### src/rtl/wb2core_if.sv
// Bus bundles for the Wishbone-to-core bridge: Wishbone B4 pipelined
// slave side and Ibex-style req/gnt/rvalid memory port.
interface wb_if;
  logic        cyc;
  logic        stb;
  logic        we;
  logic [3:0]  sel;
  logic [31:0] adr;
  logic [31:0] dat_m;
  logic [31:0] dat_s;
  logic        ack;
  logic        err;
  logic        stall;

  modport master (output cyc, stb, we, sel, adr, dat_m,
                  input  dat_s, ack, err, stall);
  modport slave  (input  cyc, stb, we, sel, adr, dat_m,
                  output dat_s, ack, err, stall);
endinterface

interface core_if;
  logic        req;
  logic        we;
  logic [3:0]  be;
  logic [31:0] addr;
  logic [31:0] wdata;
  logic        gnt;
  logic        rvalid;
  logic [31:0] rdata;
  logic        err;

  modport master (output req, we, be, addr, wdata,
                  input  gnt, rvalid, rdata, err);
  modport slave  (input  req, we, be, addr, wdata,
                  output gnt, rvalid, rdata, err);
endinterface

### src/rtl/wb2core.sv
// Wishbone B4 pipelined slave driving a core-style memory port. Requests pass
// straight through; responses are registered and orphaned ones are drained.
module wb2core #(
  parameter int MaxOutstanding = 4,
  parameter int CntWidth       = $clog2(MaxOutstanding + 1)
) (
  input  logic   clk,
  input  logic   rst_n,
  wb_if.slave    wb,
  core_if.master core,
  output logic   protocol_err
);

  localparam logic [1:0] IDLE   = 2'd0;
  localparam logic [1:0] ACTIVE = 2'd1;
  localparam logic [1:0] DRAIN  = 2'd2;

  logic [1:0]          state_q, state_d;
  logic [CntWidth-1:0] count_q, count_d;
  logic                ack_q, err_q;
  logic [31:0]         dat_s_q;

  logic full, wb_req, accept, rv_counted, rsp_fwd;

  assign full       = (count_q == CntWidth'(MaxOutstanding));
  assign wb_req     = wb.cyc & wb.stb;
  assign accept     = core.req & core.gnt;
  // a response with nothing outstanding is never counted or forwarded
  assign rv_counted = core.rvalid & (count_q != '0);
  assign rsp_fwd    = rv_counted & (state_q != DRAIN) & wb.cyc;

  assign core.req   = wb_req & ~full & (state_q != DRAIN);
  assign core.addr  = wb.adr;
  assign core.we    = wb.we;
  assign core.be    = wb.sel;
  assign core.wdata = wb.dat_m;

  assign wb.stall = wb_req ? ~accept : (state_q == DRAIN);
  assign wb.ack   = ack_q;
  assign wb.err   = err_q;
  assign wb.dat_s = dat_s_q;

  always_comb begin
    count_d = count_q;
    case ({accept, rv_counted})
      2'b10:   count_d = count_q + CntWidth'(1);
      2'b01:   count_d = count_q - CntWidth'(1);
      default: count_d = count_q;
    endcase
  end

  always_comb begin
    state_d = state_q;
    case (state_q)
      IDLE:    if (wb.cyc) state_d = ACTIVE;
      ACTIVE:  if (!wb.cyc) state_d = (count_d == '0) ? IDLE : DRAIN;
      DRAIN:   if (count_d == '0) state_d = IDLE;
      default: state_d = IDLE;
    endcase
  end

  always_ff @(posedge clk or negedge rst_n) begin
    if (!rst_n) begin
      state_q      <= IDLE;
      count_q      <= '0;
      ack_q        <= 1'b0;
      err_q        <= 1'b0;
      dat_s_q      <= '0;
      protocol_err <= 1'b0;
    end else begin
      state_q      <= state_d;
      count_q      <= count_d;
      ack_q        <= rsp_fwd & ~core.err;
      err_q        <= rsp_fwd & core.err;
      if (rsp_fwd) dat_s_q <= core.rdata;
      protocol_err <= protocol_err | (core.rvalid & (count_q == '0));
    end
  end

endmodule

### src/flat_wrapper.sv
// flat-port wrapper written by rule: the top's interface ports become plain ports
module wb2core_flat 
#(
  parameter int MaxOutstanding = 4,
  parameter int CntWidth       = $clog2(MaxOutstanding + 1)
)
  (clk, rst_n, protocol_err, wb_cyc, wb_stb, wb_we, wb_sel, wb_adr, wb_dat_m, wb_dat_s, wb_ack, wb_err, wb_stall, core_req, core_we, core_be, core_addr, core_wdata, core_gnt, core_rvalid, core_rdata, core_err);
  wb_if wb_i ();
  core_if core_i ();
  input  logic clk;
  input  logic rst_n;
  output logic protocol_err;
  input wire logic [$bits(wb_i.cyc)-1:0] wb_cyc;
  input wire logic [$bits(wb_i.stb)-1:0] wb_stb;
  input wire logic [$bits(wb_i.we)-1:0] wb_we;
  input wire logic [$bits(wb_i.sel)-1:0] wb_sel;
  input wire logic [$bits(wb_i.adr)-1:0] wb_adr;
  input wire logic [$bits(wb_i.dat_m)-1:0] wb_dat_m;
  output wire logic [$bits(wb_i.dat_s)-1:0] wb_dat_s;
  output wire logic [$bits(wb_i.ack)-1:0] wb_ack;
  output wire logic [$bits(wb_i.err)-1:0] wb_err;
  output wire logic [$bits(wb_i.stall)-1:0] wb_stall;
  output wire logic [$bits(core_i.req)-1:0] core_req;
  output wire logic [$bits(core_i.we)-1:0] core_we;
  output wire logic [$bits(core_i.be)-1:0] core_be;
  output wire logic [$bits(core_i.addr)-1:0] core_addr;
  output wire logic [$bits(core_i.wdata)-1:0] core_wdata;
  input wire logic [$bits(core_i.gnt)-1:0] core_gnt;
  input wire logic [$bits(core_i.rvalid)-1:0] core_rvalid;
  input wire logic [$bits(core_i.rdata)-1:0] core_rdata;
  input wire logic [$bits(core_i.err)-1:0] core_err;
  assign wb_i.cyc = wb_cyc;
  assign wb_i.stb = wb_stb;
  assign wb_i.we = wb_we;
  assign wb_i.sel = wb_sel;
  assign wb_i.adr = wb_adr;
  assign wb_i.dat_m = wb_dat_m;
  assign wb_dat_s = wb_i.dat_s;
  assign wb_ack = wb_i.ack;
  assign wb_err = wb_i.err;
  assign wb_stall = wb_i.stall;
  assign core_req = core_i.req;
  assign core_we = core_i.we;
  assign core_be = core_i.be;
  assign core_addr = core_i.addr;
  assign core_wdata = core_i.wdata;
  assign core_i.gnt = core_gnt;
  assign core_i.rvalid = core_rvalid;
  assign core_i.rdata = core_rdata;
  assign core_i.err = core_err;
  wb2core #(.MaxOutstanding(MaxOutstanding), .CntWidth(CntWidth)) u_core (.clk(clk), .rst_n(rst_n), .wb(wb_i), .core(core_i), .protocol_err(protocol_err));
endmodule
### config.mk
export PLATFORM = sky130hd
export DESIGN_NAME = wb2core_flat
export DESIGN_NICKNAME = d
export VERILOG_FILES = /design/src/rtl/wb2core_if.sv /design/src/rtl/wb2core.sv /design/src/flat_wrapper.sv
export SDC_FILE = /design/constraint.sdc
export NUM_CORES = 1
export LEC_CHECK = 0
export ABC_AREA = 1
export CAP_MARGIN = 5
export CORE_UTILIZATION = 33
export DETAILED_ROUTE_END_ITERATION = 12
export GPL_ROUTABILITY_DRIVEN = 1
export PLACE_DENSITY = 0.95
export SYNTH_ARGS = -nofsm -noshare
export SYNTH_HDL_FRONTEND = slang
export SYNTH_SLANG_ARGS = --single-unit
### constraint.sdc
create_clock -name clk -period 2.88 [get_ports clk]
set_input_delay 0.576 -clock clk [delete_from_list [all_inputs] [get_ports clk]]
set_output_delay 0.576 -clock clk [all_outputs]
set_load 0.02 [all_outputs]
# Word-level counts from Yosys, hierarchy flattened
# Index checks and enable logic that the tools add are counted.
[word_totals] register_bits=40 input_bits=108 out_inout_bits=106 wordCells=43
[op_classes] add_sub_neg=2 eq_ne=9 n_mux=7 bitwise=14 reduce_logical=5
[ops] operator="1-bit AND" n=10
[ops] operator="2-bit two-way mux" n=4
[ops] operator="2-bit != test (second input constant)" n=4
[ops] operator="3-bit logical NOT" n=2
[ops] operator="2-bit case mux with 3 select lines" n=1
[ops] operator="3-bit case mux with 2 select lines" n=1
[ops] operator="2-bit by 1-bit equality test with 1-bit output (second input constant)" n=2
[ops] operator="2-bit equality test (second input constant)" n=2
[ops] operator="3-bit by 1-bit adder with 3-bit output (second input constant)" n=1
[ops] operator="3-bit equality test (second input constant)" n=1
[ops] operator="1-bit NOT" n=3
[ops] operator="3-bit AND reduction" n=1
[ops] operator="3-bit nonzero test" n=1
[ops] operator="3-bit by 1-bit subtractor with 3-bit output (second input constant)" n=1
[ops] operator="2-bit logical NOT" n=1
[ops] operator="1-bit two-way mux" n=1
[ops] operator="1-bit bitwise OR" n=1

# Logic depth before layout (Yosys ltp)
[logic_depth] word_depth=11 ltp_mapped=15 ltp_nobuf=15

# Worst setup path after synthesis
# No wires, ideal clock.
[synth_path] kind="input port to flip-flop" start="in wb_cyc" end="reg u_core.state_q[1]" setup_ns=0.063 t_arrival_ns=2.298 required_time_ns=2.817 path_slack_ns=0.519 stages=13 n_path_buf=0 cell_sequence="nand2_1 -> inv_1 -> nand2_1 -> a21oi_1 -> nand2_1 -> ha_1 -> inv_1 -> fa_1 -> o21ai_0 -> nor2_1 -> nand3_1 -> nand2_1 -> inv_1"
[synth_via] elab_chain_cells=10 elab_cells_between_ends=15 cone_classes="eq/ne: 5; mux: 4; bitwise: 4; reduce/logical: 2"
[synth_lines] item="from (decl)" line="flat_wrapper.sv:13" text="input wire logic [$bits(wb_i.cyc)-1:0] wb_cyc;"
[synth_lines] item="1-bit AND *" line="wb2core.sv:26" text="assign wb_req = wb.cyc & wb.stb;"
[synth_lines] item="1-bit AND * (2 in series)" line="wb2core.sv:32" text="assign core.req = wb_req & ~full & (state_q != DRAIN);"
[synth_lines] item="net core_req" line="flat_wrapper.sv:23" text="output wire logic [$bits(core_i.req)-1:0] core_req;"
[synth_lines] item="1-bit AND *" line="wb2core.sv:27" text="assign accept = core.req & core.gnt;"
[synth_lines] item="2-bit by 1-bit equality test with 1-bit output / 2-bit equality test (equally long branches)" line="wb2core.sv:45" text="case ({accept, rv_counted})"
[synth_lines] item="3-bit case mux with 2 select lines *" line="wb2core.sv:45"
[synth_lines] item="net u_core.count_d[1]" line="wb2core.sv:19" text="logic [CntWidth-1:0] count_q, count_d;"
[synth_lines] item="3-bit logical NOT *" line="wb2core.sv:56, wb2core.sv:57"
[synth_lines] item="2-bit two-way mux (2 in series)" line="wb2core.sv:56" text="ACTIVE: if (!wb.cyc) state_d = (count_d == '0) ? IDLE : DRAIN;"
[synth_lines] item="2-bit case mux with 3 select lines" line="wb2core.sv:54" text="case (state_q)"
[synth_lines] item="to (signal assigned)" line="wb2core.sv:71" text="state_q <= state_d;"
[synth_lines] item="to (decl)" line="wb2core.sv:18" text="logic [1:0] state_q, state_d;"
# The timed path passes the listed nets; every way through them passes the cells marked *. The select of a mux whose other input is x is not followed.
# A chain may end at the register's enable or synchronous reset.

# Worst setup path after layout
[layout_path] start="in wb_cyc" end="out core_req"
[layout_via] elab_chain_cells=3
[layout_lines] item="1-bit AND" line="wb2core.sv:26"
[layout_lines] item="1-bit AND (2 in series)" line="wb2core.sv:32"
[layout_lines] item="to (decl)" line="flat_wrapper.sv:23"
# Every way passes these cells.

==> impl_metrics.csv <==
group,metric,value,unit
outcome,status,"finished, violations left",
outcome,violations,"DRC",
cts,cts_tree,"done",
synthesis,synthFlopType,"dfrtp_1",
worst_setup_path,crit_path_max_fanout,2,
floorplan,io_pins,214,
power,sw_frac_of_total,39.4,%
drt,wirelength,4320,um
power,p_sw,1.03,mW
place,routabilityCongestion,0.883,
synthesis,synth-edff-count,0,
place,portBuffers,75,
worst_setup_path,reg2reg_slack,0.57,ns
floorplan,coreArea,6490,um^2
synthesis,synthMuxAreaShare,0,%
sta,rsz0062_at_grt,"false",
power,p_leak,1.33,nW
worst_setup_path,rr_startpoint,"u_core.state_q[1]",
cts,cts_buffer_depth,2,
cells_and_area,drive_gt1_share,10.1,%
place,dp_hpwl,3100,um
cells_and_area,fin_nets,377,
power,power_frac_clock,13.3,%
synthesis,synth_compound_area_share,10.4,%
worst_setup_path,crit_slowest_cell,"clkdlybuf4s50_1",
worst_setup_path,cp.buffers_inverters,3,
job,max-cap-violations,0,
floorplan,die-area,7210,um^2
global_routing,grt_max_degree,49,
worst_setup_path,cp-startpoint,"wb_cyc",
synthesis,synth_top_family_by_area,"buffers and inverters",
global_routing,grt_antenna_before_repair,0,
place,dpl_cell_area,2560,um^2
worst_setup_path,reg2reg_depth,12,
power,p_int,1.59,mW
synthesis,synthAdderAreaFrac,1.43,%
sta,slew_violations,0,
worst_setup_path,cp.arrival,2.13,ns
worst_setup_path,cpPeakStageDelay,0.63,ns
cts,cts_buffers,5,
worst_setup_path,critPathTopFamily,"buffers and inverters",
cts,cts.htree.levels,2,
worst_setup_path,required,2.30,ns
power,p_seq_share,36.0,%
power,cellPowerDensity,993,nW/um^2
synthesis,synthesis.nets,369,
worst_setup_path,crit_type,"input port to output pin",
worst_setup_path,r2r-end,"u_core.state_q[1]",
power,vdd_drop_max,0.314,mV
synthesis,syn_area,2270,um^2
cells_and_area,syn2layout_area_growth,16.5,%
synthesis,synthCells,259,
synthesis,yosysSeqAreaShare,44.1,%
sta,post-route-min-period,2.71,ns
power,p_comb_share,50.7,%
cells_and_area,fill_cells,604,
synthesis,post-synth-top-count-cell,"buf_4",
cts,clock-sinks,40,
sta,post-route-period-util,94.0,%
cells_and_area,fin_area,2640,um^2
synthesis,yosys-top-cells-count,"buf_4, nand2_1, inv_1, dfrtp_1, o21ai_1",
cells_and_area,multiInputGateArea,523,um^2
synthesis,synthXorXnorAreaFrac,0,%
synthesis,ys_seq_elements,40,
worst_setup_path,end_kind,"output pin",
drt,routedWlPerCell,12.6,um
cells_and_area,antenna_cells,0,
worst_setup_path,cp_cell_sequence,"clkdlybuf4s50_1, nand2_1, inv_1, nand2_1, a21oi_1, clkdlybuf4s50_1",
drt,post-route-drc-count,15,
cts,insertion_delay,0.28,ns
sta,hold_viol_final,0,
sta,tightest_slew,0.891,ns
sta,finClkSkew,0.00417,ns
cts,postCtsHoldBufs,0,
cts,clkTransAtPathRegs,0.07,ns
drt,drtAntennaViolNets,0,
synthesis,ys_types,20,
synthesis,yosys.area_share.simple,10.8,%
drt,num_vias,1523,
floorplan,die_x,84.9,um
global_routing,grt_overflow_total,0,
synthesis,yosys.area.top_type_share,44.1,%
drt,via_per_inst,4.43,
synthesis,async_reset_ff_share,100,%
floorplan,std_cell_rows,29,
synthesis,yosysTopAreaCell,"dfrtp_1",
drt,firstDrtPassIters,10,
synthesis,postSynthAreaPerCell,8.76,um^2
worst_setup_path,critPathLaunchType,"input port",
drt,drt_iter0_markers,88,
cells_and_area,regArea,1000,um^2
global_routing,grt_pass1_vias,1575,
sta,max_slew_margin,40.6,%
floorplan,start_util,34.9,%
floorplan,die_h,84.9,um
sta,fin_setup_tns,0,ns
global_routing,track_usage,12.8,%
worst_hold_path,min-delay-path-class,"input port to asynchronous set/reset pin",
global_routing,grt_pass1_wl,7310,um
cells_and_area,postLayoutCoreUtil,40.7,%
synthesis,ys.warnings.count,0,
sta,fmax,369,MHz
synthesis,synth_area_leaders,"dfrtp_1, buf_4, nand2_1",
sta,setup_viol,0,
cts,cts_root_buf,"clkbuf_8",
## layout make-up
type                    count  share of cell area [%]
multi-input cells          98                    19.8
inverters                  45                    6.39
clock inverters             1                   0.189
clock buffers               6                    2.75
repair buffers             77                    29.4
flip-flops and latches     40                    37.9
well taps                  77                    3.65
## what timing repair did
item / 4_1_cts / 5_1_grt
buffers inserted: 0 / 0
setup endpoints to repair: 0 / 1
gates resized for setup: 0 / 1
## placed cells by master (no fill, tap or decap)
cell type         n
o21ai_1          16
nand4_1           1
a31oi_1           1
o21ai_2          14
dfrtp_1          40
clkbuf_8          5
buf_12            1
nand2_1          49
clkinv_2          1
inv_1            43
fa_1              1
nand3_1           2
buf_4             1
o21bai_1          1
o21ai_0           3
a21oi_1           1
inv_2             2
nand4_4           1
buf_2             1
clkbuf_1          1
nor2_1            6
ha_1              1
clkdlybuf4s50_1  73
nand3_2           1
dlymetal6s2s_1    1
## worst max-delay path by stage
stage	slack, ns	to	depth (start not counted)
final	0.17	core_req	6
after global routing	0.11	core_req	6
after global placement	0.23	wb_stall	9
after CTS	0.12	wb_stall	9
after detailed placement	0.003	u_core.state_q[1]	14
after floorplan	0.52	u_core.state_q[1]	13
## power groups by stage
stage	Clock [mW]	Combinational (mW)	Sequential (mW)
2_1_floorplan	0	0.595	1.22
3_3_place_gp	0	1.28	0.949
3_5_place_dp	0	1.33	0.952
4_1_cts	0.370	1.34	0.947
5_1_grt	0.402	1.45	0.975
6_report	0.350	1.33	0.946
## registers in the layout (all words and copies together), names as in the netlist
register	flops
u_core.state_q	2
u_core.wb.dat_s	32
u_core.wb.err	1
u_core.wb.ack	1
u_core.count_q	3
u_core.protocol_err	1
## per-stage QoR
| step | instances | power, mW | hold slack [ns] | setup slack [ns] |
|---|---|---|---|---|
| 2_1_floorplan | 259 | 1.81 | 0.280 | 0.519 |
| 3_3_place_gp | 337 | 2.23 | 0.429 | 0.231 |
| 3_5_place_dp | 337 | 2.29 | 0.442 | 0.00264 |
| 4_1_cts | 344 | 2.65 | 0.448 | 0.116 |
| 5_1_grt | 344 | 2.82 | 0.476 | 0.115 |
| 6_report | 344 | 2.62 | 0.415 | 0.172 |
## kinds of logic (layout without fill, tap and decap cells)
kind of cell,count (synthesis),count (layout)
fa+ha+maj,2,2
flops,40,40
compound gates,36,36
buf+inv,121,129
simple gates,60,60
## metal layers
| metal | GRT usage, % | part of all wire, % | up-vias |
|---|---|---|---|
| met2 | 20.8 | 46 | 97 |
| met1 | 14.2 | 40 | 674 |
| met3 | 5.45 | 11 | 31 |
| met4 | 7.09 | 3.8 | 0 |
| met5 | 0 | 0 | - |
| li1 | - | - | 721 |
Power figures use the tool's default switching activity.
